## config.mk

```make
export PLATFORM = sky130hd
export DESIGN_NAME = logic_reduce_unit
export DESIGN_NICKNAME = d
export VERILOG_FILES = /design/src/rtl/logic_ops_pkg.sv /design/src/rtl/lane_reduce.sv /design/src/rtl/logic_reduce_unit.sv
export SDC_FILE = /design/constraint.sdc
export NUM_CORES = 1
export LEC_CHECK = 0
export ABC_AREA = 1
export CORE_ASPECT_RATIO = 1.1
export CORE_MARGIN = 8
export CORE_UTILIZATION = 57
export CTS_CLUSTER_DIAMETER = 120
export DETAILED_ROUTE_END_ITERATION = 16
export HOLD_SLACK_MARGIN = 0.05
export PLACE_DENSITY = 0.87
export SLEW_MARGIN = 20
export SYNTH_ARGS = -nofsm -noshare
export SYNTH_HDL_FRONTEND = slang
export SYNTH_SLANG_ARGS = --single-unit
```

## constraint.sdc

```tcl
create_clock -name clk -period 4.93 [get_ports clk]
set_clock_uncertainty 0.15 [all_clocks]
set_input_delay 0.7395 -clock clk [delete_from_list [all_inputs] [get_ports clk]]
set_output_delay 0.7395 -clock clk [all_outputs]
set_load 0.01 [all_outputs]
```

## src/rtl/logic_ops_pkg.sv

```systemverilog
// Shared operator and state encodings for the lane-reduction unit.
// base_of() maps each operator onto the AND/OR/XOR primitive that it folds with.
package logic_ops_pkg;

    typedef enum logic [2:0] {
        OP_AND, OP_OR, OP_XOR, OP_NAND, OP_NOR, OP_XNOR, OP_RSV6, OP_RSV7
    } op_e;

    typedef enum logic [1:0] {
        S_IDLE, S_ACCUM, S_HOLD
    } state_e;

    localparam logic [1:0] BASE_AND = 2'd0;
    localparam logic [1:0] BASE_OR  = 2'd1;
    localparam logic [1:0] BASE_XOR = 2'd2;

    // Per-bit identity of each base operator; replicated to the lane width by users.
    localparam logic ID_AND = 1'b1;
    localparam logic ID_OR  = 1'b0;
    localparam logic ID_XOR = 1'b0;

    function automatic logic [1:0] base_of(input op_e op);
        logic [1:0] b;
        b = BASE_OR;
        case (op)
            OP_AND, OP_NAND: b = BASE_AND;
            OP_XOR, OP_XNOR: b = BASE_XOR;
            default:         b = BASE_OR;
        endcase
        return b;
    endfunction

    function automatic logic inv_of(input op_e op);
        return (op == OP_NAND) || (op == OP_NOR) || (op == OP_XNOR);
    endfunction

    function automatic logic rsv_of(input op_e op);
        return (op == OP_RSV6) || (op == OP_RSV7);
    endfunction

endpackage

```

## src/rtl/lane_reduce.sv

```systemverilog
// Combinational fold of LANES words of WIDTH bits with a selectable base operator.
// Starting from the operator's identity makes LANES=1 a plain pass-through.
module lane_reduce
    import logic_ops_pkg::*;
#(
    parameter int WIDTH = 8,
    parameter int LANES = 4
) (
    input  logic [1:0]             base_sel,
    input  logic [LANES*WIDTH-1:0] in_data,
    output logic [WIDTH-1:0]       beat
);

    always_comb begin
        case (base_sel)
            BASE_AND: beat = {WIDTH{ID_AND}};
            BASE_XOR: beat = {WIDTH{ID_XOR}};
            default:  beat = {WIDTH{ID_OR}};
        endcase
        for (int k = 0; k < LANES; k++) begin
            case (base_sel)
                BASE_AND: beat = beat & in_data[k*WIDTH +: WIDTH];
                BASE_XOR: beat = beat ^ in_data[k*WIDTH +: WIDTH];
                default:  beat = beat | in_data[k*WIDTH +: WIDTH];
            endcase
        end
    end

endmodule

```

## src/rtl/logic_reduce_unit.sv

```systemverilog
// Burst reducer: folds lanes per beat, accumulates beats, holds one result per burst.
// Handshakes: a beat moves on in_valid&&in_ready, a result on out_valid&&out_ready; in_ready depends only on state.
module logic_reduce_unit
    import logic_ops_pkg::*;
#(
    parameter int WIDTH = 8,
    parameter int LANES = 4,
    parameter int CNT_W = 8
) (
    input  logic                   clk,
    input  logic                   rst_n,
    input  logic [LANES*WIDTH-1:0] in_data,
    input  logic [2:0]             in_op,
    input  logic                   in_last,
    input  logic                   in_valid,
    output logic                   in_ready,
    output logic [WIDTH-1:0]       out_data,
    output logic [CNT_W-1:0]       out_count,
    output logic                   out_err,
    output logic                   out_valid,
    input  logic                   out_ready,
    output logic [1:0]             dbg_state
);

    state_e           state_q, state_d;
    logic             rdy_en_q;
    logic [1:0]       base_q;
    logic             inv_q;
    logic             err_q;
    logic [WIDTH-1:0] acc_q;
    logic [CNT_W-1:0] cnt_q;
    logic [1:0]       base_sel;
    logic [WIDTH-1:0] beat;
    logic             accept;

    // The first beat of a burst folds with the live op; later beats use the latched one.
    assign base_sel = (state_q == S_IDLE) ? base_of(op_e'(in_op)) : base_q;

    lane_reduce #(.WIDTH(WIDTH), .LANES(LANES)) u_lane_reduce (
        .base_sel (base_sel),
        .in_data  (in_data),
        .beat     (beat)
    );

    // rdy_en_q keeps in_ready low through reset and the edge that releases it.
    assign in_ready  = rdy_en_q && (state_q != S_HOLD);
    assign accept    = in_valid && in_ready;
    assign out_valid = (state_q == S_HOLD);
    assign out_data  = inv_q ? ~acc_q : acc_q;
    assign out_count = cnt_q;
    assign out_err   = err_q;
    assign dbg_state = state_q;

    always_comb begin
        state_d = state_q;
        case (state_q)
            S_IDLE:  if (accept) state_d = in_last ? S_HOLD : S_ACCUM;
            S_ACCUM: if (accept && in_last) state_d = S_HOLD;
            S_HOLD:  if (out_ready) state_d = S_IDLE;
            default: state_d = S_IDLE;
        endcase
    end

    always_ff @(posedge clk or negedge rst_n) begin
        if (!rst_n) begin
            state_q  <= S_IDLE;
            rdy_en_q <= 1'b0;
            base_q   <= BASE_OR;
            inv_q    <= 1'b0;
            err_q    <= 1'b0;
            acc_q    <= '0;
            cnt_q    <= '0;
        end else begin
            state_q  <= state_d;
            rdy_en_q <= 1'b1;
            if (accept) begin
                if (state_q == S_IDLE) begin
                    base_q <= base_of(op_e'(in_op));
                    inv_q  <= inv_of(op_e'(in_op));
                    err_q  <= rsv_of(op_e'(in_op));
                    acc_q  <= beat;
                    cnt_q  <= CNT_W'(1);
                end else begin
                    case (base_q)
                        BASE_AND: acc_q <= acc_q & beat;
                        BASE_XOR: acc_q <= acc_q ^ beat;
                        default:  acc_q <= acc_q | beat;
                    endcase
                    if (cnt_q != {CNT_W{1'b1}}) cnt_q <= cnt_q + CNT_W'(1);
                end
            end
        end
    end

endmodule
```

==> impl_metrics.tcl, run 1 <==
set metrics [dict create \
    status "finished, final reports clean" \
    post_synth_inst_count 452 \
    first_pass_iters 4 \
    yosys_register_bits 23 \
    powerDensity_mw_per_mm2 345 \
    crit_chain "clkdlybuf4s50_1 > inv_1 > nand3_1 > nand3_1 > nand4_2 > nor2_1 > nor2_1 > o21ai_2 > ha_1 > o21ai_1 > nor2_1 > inv_1 > ha_1 > nand2_1 > nand3_1 > inv_1 > ha_1 > nand2_1 > o211ai_1 > o21ai_0 > inv_1 > nand2_1 > nand2_1" \
    synthesis.nets 557 \
    antenna_found_initial 0 \
    syn_avg_cell_area_sq_um 6.85 \
    rows 28 \
    finalPower_uw 1300 \
    grt_max_degree 27 \
    yosysWarnings 0 \
    cp-start-kind "input port" \
    wl_um 6850 \
    synth_top_cell_area_share_pct 26.3 \
    postRouteAntennaNets 0 \
    htree_levels 1 \
    wl_per_cell_um 11.8 \
    diodes 0 \
    die-area_sq_mm 0.00805 \
    post_cts_resized 0 \
    setup_tns_ns 0 \
    synth_common_cells "inv_1 (104), nand2_1 (99), ha_1 (65)" \
    viasPerCell 4.93 \
    cts_buffers 3 \
    netlist_top_cells_area "ha_1 (26%), dfrtp_1 (18%), inv_1 (13%)" \
    drc 0 \
    cts_tree "done" \
    maxCapViolCount 0 \
    fin_nets 612 \
    core_area_sq_mm 0.00533 \
    start_util_pct 58.2 \
    arrival_ns 4.18 \
    clk_path_buf_depth 2 \
    finalSetupViolations 0 \
    drtIter0Drc 123 \
    cts_root_buffer "clkbuf_8" \
    clk_pin_slew_ns 0.08 \
    cp-end-kind "flip-flop" \
    route.vias.total 2867 \
    final_area_sq_mm 0.00377 \
    port_buffers 60 \
    hold_viol 0 \
    critPathKind "in -> reg" \
    place_congestion 0.814 \
    syn_area_sq_mm 0.00310 \
    cp_slowest_stage_delay_ns 0.54 \
    synth-async-reset-ratio_pct 100 \
    post_cts_buffers 0 \
    cts_hold_buffers 0 \
    vdd_ir_drop_max_mv 0.140 \
    grt_usage_pct 17.8 \
    io_pins 61 \
    syn_to_final_growth_pct 21.7 \
    dp_hpwl_um 5570 \
    synth_ff_type "dfrtp_1" \
    drive_gt1_share_pct 5.93 \
    ys_seq_area_share_pct 18.6 \
    yosys.area.top_type "ha_1" \
    critPathMaxFanout 16 \
    numClockSinks 23 \
    die_w_um 86.3 \
    rr_worst_depth 21 \
    hp-class "in -> async" \
    worst_path_max_delay_cell "clkdlybuf4s50_1" \
    grt_pass1_vias 2868 \
    ys_types 33 \
    worstSkewPairLatency_ns 0.26 \
    slew_headroom_pct 57.9 \
    synth.most_common_cell "inv_1" \
    finalCritPeriodShare_pct 84.6 \
    grt_overflow 0 \
    grt_pass1_wl_um 12300 \
    dpl_cell_area_sq_mm 0.00373 \
    leakagePower_uw 0.00216 \
    worst_ep_required_time_ns 4.94 \
    die_h_um 93.3 \
    worst-slew-pin-transition_ns 0.630 \
    fmax_ghz 0.240 \
    min_period_ns 4.17 \
    slew_violations 0 \
    rsz0062_at_grt "no" \
    synth_edf_count 0 \
]
==> kinds of logic after synthesis <==
| kind of cell | count (synthesis) | share of synthesized area [%] |
|---|---|---|
| flops | 23 | 18.6 |
| xor+xnor | 11 | 3.11 |
| simple gates | 180 | 25.8 |
| compound gates | 51 | 10.5 |
| buf+inv | 121 | 15.6 |
| fa+ha+maj | 65 | 26.3 |
| other cells | 1 | 0.121 |
==> cell usage in the layout (no fill, tap or decap), types with 4 or more instances in the layout <==
| master | Yosys | final |
|---|---|---|
| nand2_1 | 99 | 99 |
| o21ai_1 | 4 | 4 |
| dfrtp_1 | 22 | 22 |
| o21ai_0 | 22 | 22 |
| nand3_1 | 25 | 25 |
| clkdlybuf4s50_1 | 0 | 59 |
| nand4_1 | 9 | 9 |
| ha_1 | 65 | 65 |
| nor2_1 | 35 | 35 |
| o211ai_1 | 8 | 8 |
| o21ai_2 | 8 | 8 |
| inv_1 | 104 | 104 |
| xor2_1 | 11 | 11 |
| inv_2 | 6 | 6 |
==> stage by stage <==
stage / setup WS, ns / hold WS [ns] / instances / utilization (%)
global route: 0.391 / 0.332 / 581 / 70.8
global placement: 0.656 / 0.319 / 577 / 70.0
detailed placement: 0.502 / 0.374 / 577 / 70.0
CTS: 0.761 / 0.393 / 581 / 70.9
finish: 0.759 / 0.291 / 581 / 70.8
floorplan: 1.46 / 0.294 / 452 / -
==> sequential cells by signal, summed over array words and instances, names as in the netlist <==
register,cells
dbg_state,2
base_q,2
out_err,1
out_count,8
rdy_en_q,1
acc_q,8
inv_q,1
==> worst paths after layout <==
path	slack (ns)	to	start
min in group clk	0.40	out_count[6]$_DFFE_PN0P_	out_count[6]$_DFFE_PN0P_
setup reg to reg	0.87	acc_q[4]$_DFFE_PN0P_	dbg_state[1]$_DFFE_PN0P_
hold reg to reg	0.40	out_count[6]$_DFFE_PN0P_	out_count[6]$_DFFE_PN0P_
max in group asynchronous	3.98	base_q[0]$_DFFE_PN1P_	rst_n
setup / recovery	0.76	acc_q[4]$_DFFE_PN0P_	in_op[1]
hold / removal	0.29	dbg_state[0]$_DFFE_PN0P_	rst_n
==> layer usage <==
layer / vias up / track usage, % / wire length (um) / part of all wire, %
met5: - / 0 / 0 / 0
met2: 59 / 33.8 / 3460 / 50
li1: 1499 / - / - / -
met4: 0 / 4.89 / 90 / 1.3
met1: 1302 / 20.5 / 3020 / 44
met3: 7 / 1.75 / 274 / 4.0
==> critical path, delay by kind of cell <==
kind                       cells  cell delay, ns
AOI/OAI and AO/OA              4            0.44
adders and majority gates      3            0.82
buffers and inverters          5            0.80
and+or+nand+nor               11            1.40
==> report_power, final <==
part | internal (uW) | leakage, uW | switching, uW
registers | 238 | 0.000294 | 73.2
logic | 380 | 0.00184 | 491
clock network | 57.7 | 0.0000228 | 58.4
total | 676 | 0.00216 | 623
==> cell type report <==
class | count | area [sq um]
tap | 75 | 93.8
multi-input combinational | 308 | 2040
timing repair buffer | 61 | 603
inverter | 110 | 413
fill | 450 | 1560
sequential | 23 | 577
clock buffer | 4 | 45.0
Power figures use the tool's default switching activity.
==> inputs of run 2 (changes only) <==
- CORE_UTILIZATION: 57 -> 53
- PLACE_DENSITY: 0.87 -> 0.82
- clock period: 4.93 -> 4.3 ns (I/O delays scaled with it)
==> impl_metrics.tcl, run 2 (synthesis gave the netlist of run 1 again) <==
set metrics [dict create \
    status "finished, final reports clean" \
    maxCapViolCount 0 \
    viasPerCell 4.92 \
    powerDensity_mw_per_mm2 393 \
    r2r_setup_slack_ns 0.78 \
    wl_per_cell_um 11.3 \
    numClockSinks 23 \
    final_area_sq_mm 0.00382 \
    die-area_sq_mm 0.00855 \
    worst-slew-pin-transition_ns 0.621 \
    port_buffers 60 \
    drtIter0Drc 158 \
    rows 29 \
    hp-class "in -> async" \
    dpl_cell_area_sq_mm 0.00377 \
    grt_pass1_vias 2826 \
    min_period_ns 3.92 \
    finalSetupViolations 0 \
    layout_commonest_cell "inv_1" \
    drc 0 \
    grt_usage_pct 16.3 \
    leakagePower_uw 0.00218 \
    cts_root_buffer "clkbuf_8" \
    fmax_ghz 0.255 \
    pre_cts_slack_ns 0.0973 \
    cts_hold_buffers 0 \
    die_w_um 88.9 \
    switching_power_uw 709 \
    vdd_ir_drop_max_mv 0.179 \
    drive_gt1_share_pct 7.05 \
    first_pass_iters 5 \
    dp_hpwl_um 5570 \
    postRouteAntennaNets 0 \
    worst_ep_required_time_ns 4.31 \
    critPathKind "in -> reg" \
    timing.final.ws_setup_ns 0.378 \
    core_area_sq_mm 0.00570 \
    finalCritPeriodShare_pct 91.2 \
    cp-end-kind "flip-flop" \
    antenna_found_initial 0 \
    io_pins 61 \
    wl_um 6670 \
    hold_viol 0 \
    grt_max_degree 24 \
    start_util_pct 54.4 \
    setup_tns_ns 0 \
    clk_pin_slew_ns 0.08 \
    grt_overflow 0 \
    critPathMaxFanout 13 \
    mostFrequentLayoutCells "inv_1 (103), nand2_1 (99), ha_1 (65)" \
    cp-start-kind "input port" \
    cts_buffers 3 \
    seq_power_share_pct 23.6 \
    cts_tree "done" \
    htree_levels 1 \
    slew_violations 0 \
    fin_nets 617 \
    worstSkewPairLatency_ns 0.26 \
    route.vias.total 2891 \
    die_h_um 96.2 \
    diodes 0 \
    clk_path_buf_depth 2 \
    syn_to_final_growth_pct 23.3 \
    power_frac_comb_pct 67.4 \
    finalPower_uw 1500 \
    swShare_pct 47.3 \
    grt_pass1_wl_um 11500 \
    place_congestion 0.797 \
    slew_headroom_pct 58.4 \
    clockPowerShare_pct 9.0 \
    arrival_ns 3.93 \
    p_int_uw 792 \
]
==> run 2: changes by cell type in the layout (fill, tap and decap cells not counted), sizes merged <==
| cell | previous run | this run |
|---|---|---|
| buf | 2 | 7 |
==> run 2: repair_timing <==
| action | 4_1_cts | 5_1_grt |
|---|---|---|
| gates resized for setup | 0 | 3 |
| endpoints found under the setup margin | 0 | 2 |
| buffers inserted | 0 | 0 |
==> run 2: power groups by stage <==
stage	sequential [uW]	combinational, uW	clock, uW
final	355	1010	134
after global routing	364	1170	146
after CTS	353	1020	135
after detailed placement	357	1020	0
after global placement	353	968	0
after floorplan	335	692	0
==> run 2: final timing paths <==
kind,endpoint,start,cells past startpoint
max,acc_q[0]$_DFFE_PN0P_,in_op[1],25
min reg2reg,out_err$_DFFE_PN0P_,out_err$_DFFE_PN0P_,2
min,out_count[7]$_DFFE_PN0P_,rst_n,1
max reg2reg,acc_q[0]$_DFFE_PN0P_,dbg_state[1]$_DFFE_PN0P_,23
max in group asynchronous,base_q[0]$_DFFE_PN1P_,rst_n,1
min in group clk,out_err$_DFFE_PN0P_,out_err$_DFFE_PN0P_,2
==> run 2: worst max-delay path, cell delays in order <==
cell and delay [ns]:
clkdlybuf4s50_1 0.57, inv_2 0.07, nand3_1 0.11, nand2_1 0.06, nor2_1 0.18, nor2_4 0.10
nand2_4 0.17, nor2_1 0.06, nor2_1 0.15, inv_1 0.07, ha_1 0.27, nor2_1 0.04
nor2_1 0.07, o21ai_0 0.11, ha_1 0.29, nand2_1 0.07, nand3_1 0.09, inv_1 0.05
ha_1 0.27, nand2_1 0.07, o211ai_1 0.07, o21ai_0 0.16, inv_1 0.06, nand2_1 0.07
nand2_1 0.05
==> run 2: metal layers <==
metal / global-route usage, % / share of wire, % / vias up
li1: - / - / 1513
met1: 17.3 / 43 / 1301
met2: 31.5 / 52 / 71
met3: 2.13 / 4.0 / 6
met4: 5.64 / 0.77 / 0
met5: 0 / 0 / -
==> run 2: layout make-up <==
class                           instances  area, sq um
Clock buffer                            4         45.0
Fill cell                             482         1880
Inverter                              110          413
Multi-Input combinational cell        308         2050
Sequential cell                        23          577
Tap cell                               77         96.3
Timing Repair Buffer                   66          641
==> run 2: per-stage QoR <==
stage          utilization [%]  instances  hold WS [ns]
6_report                  67.0        588         0.198
5_1_grt                   67.0        588         0.228
4_1_cts                   66.9        588         0.356
3_5_place_dp              66.2        584         0.336
3_3_place_gp              66.2        584         0.326
2_1_floorplan                -        452         0.199
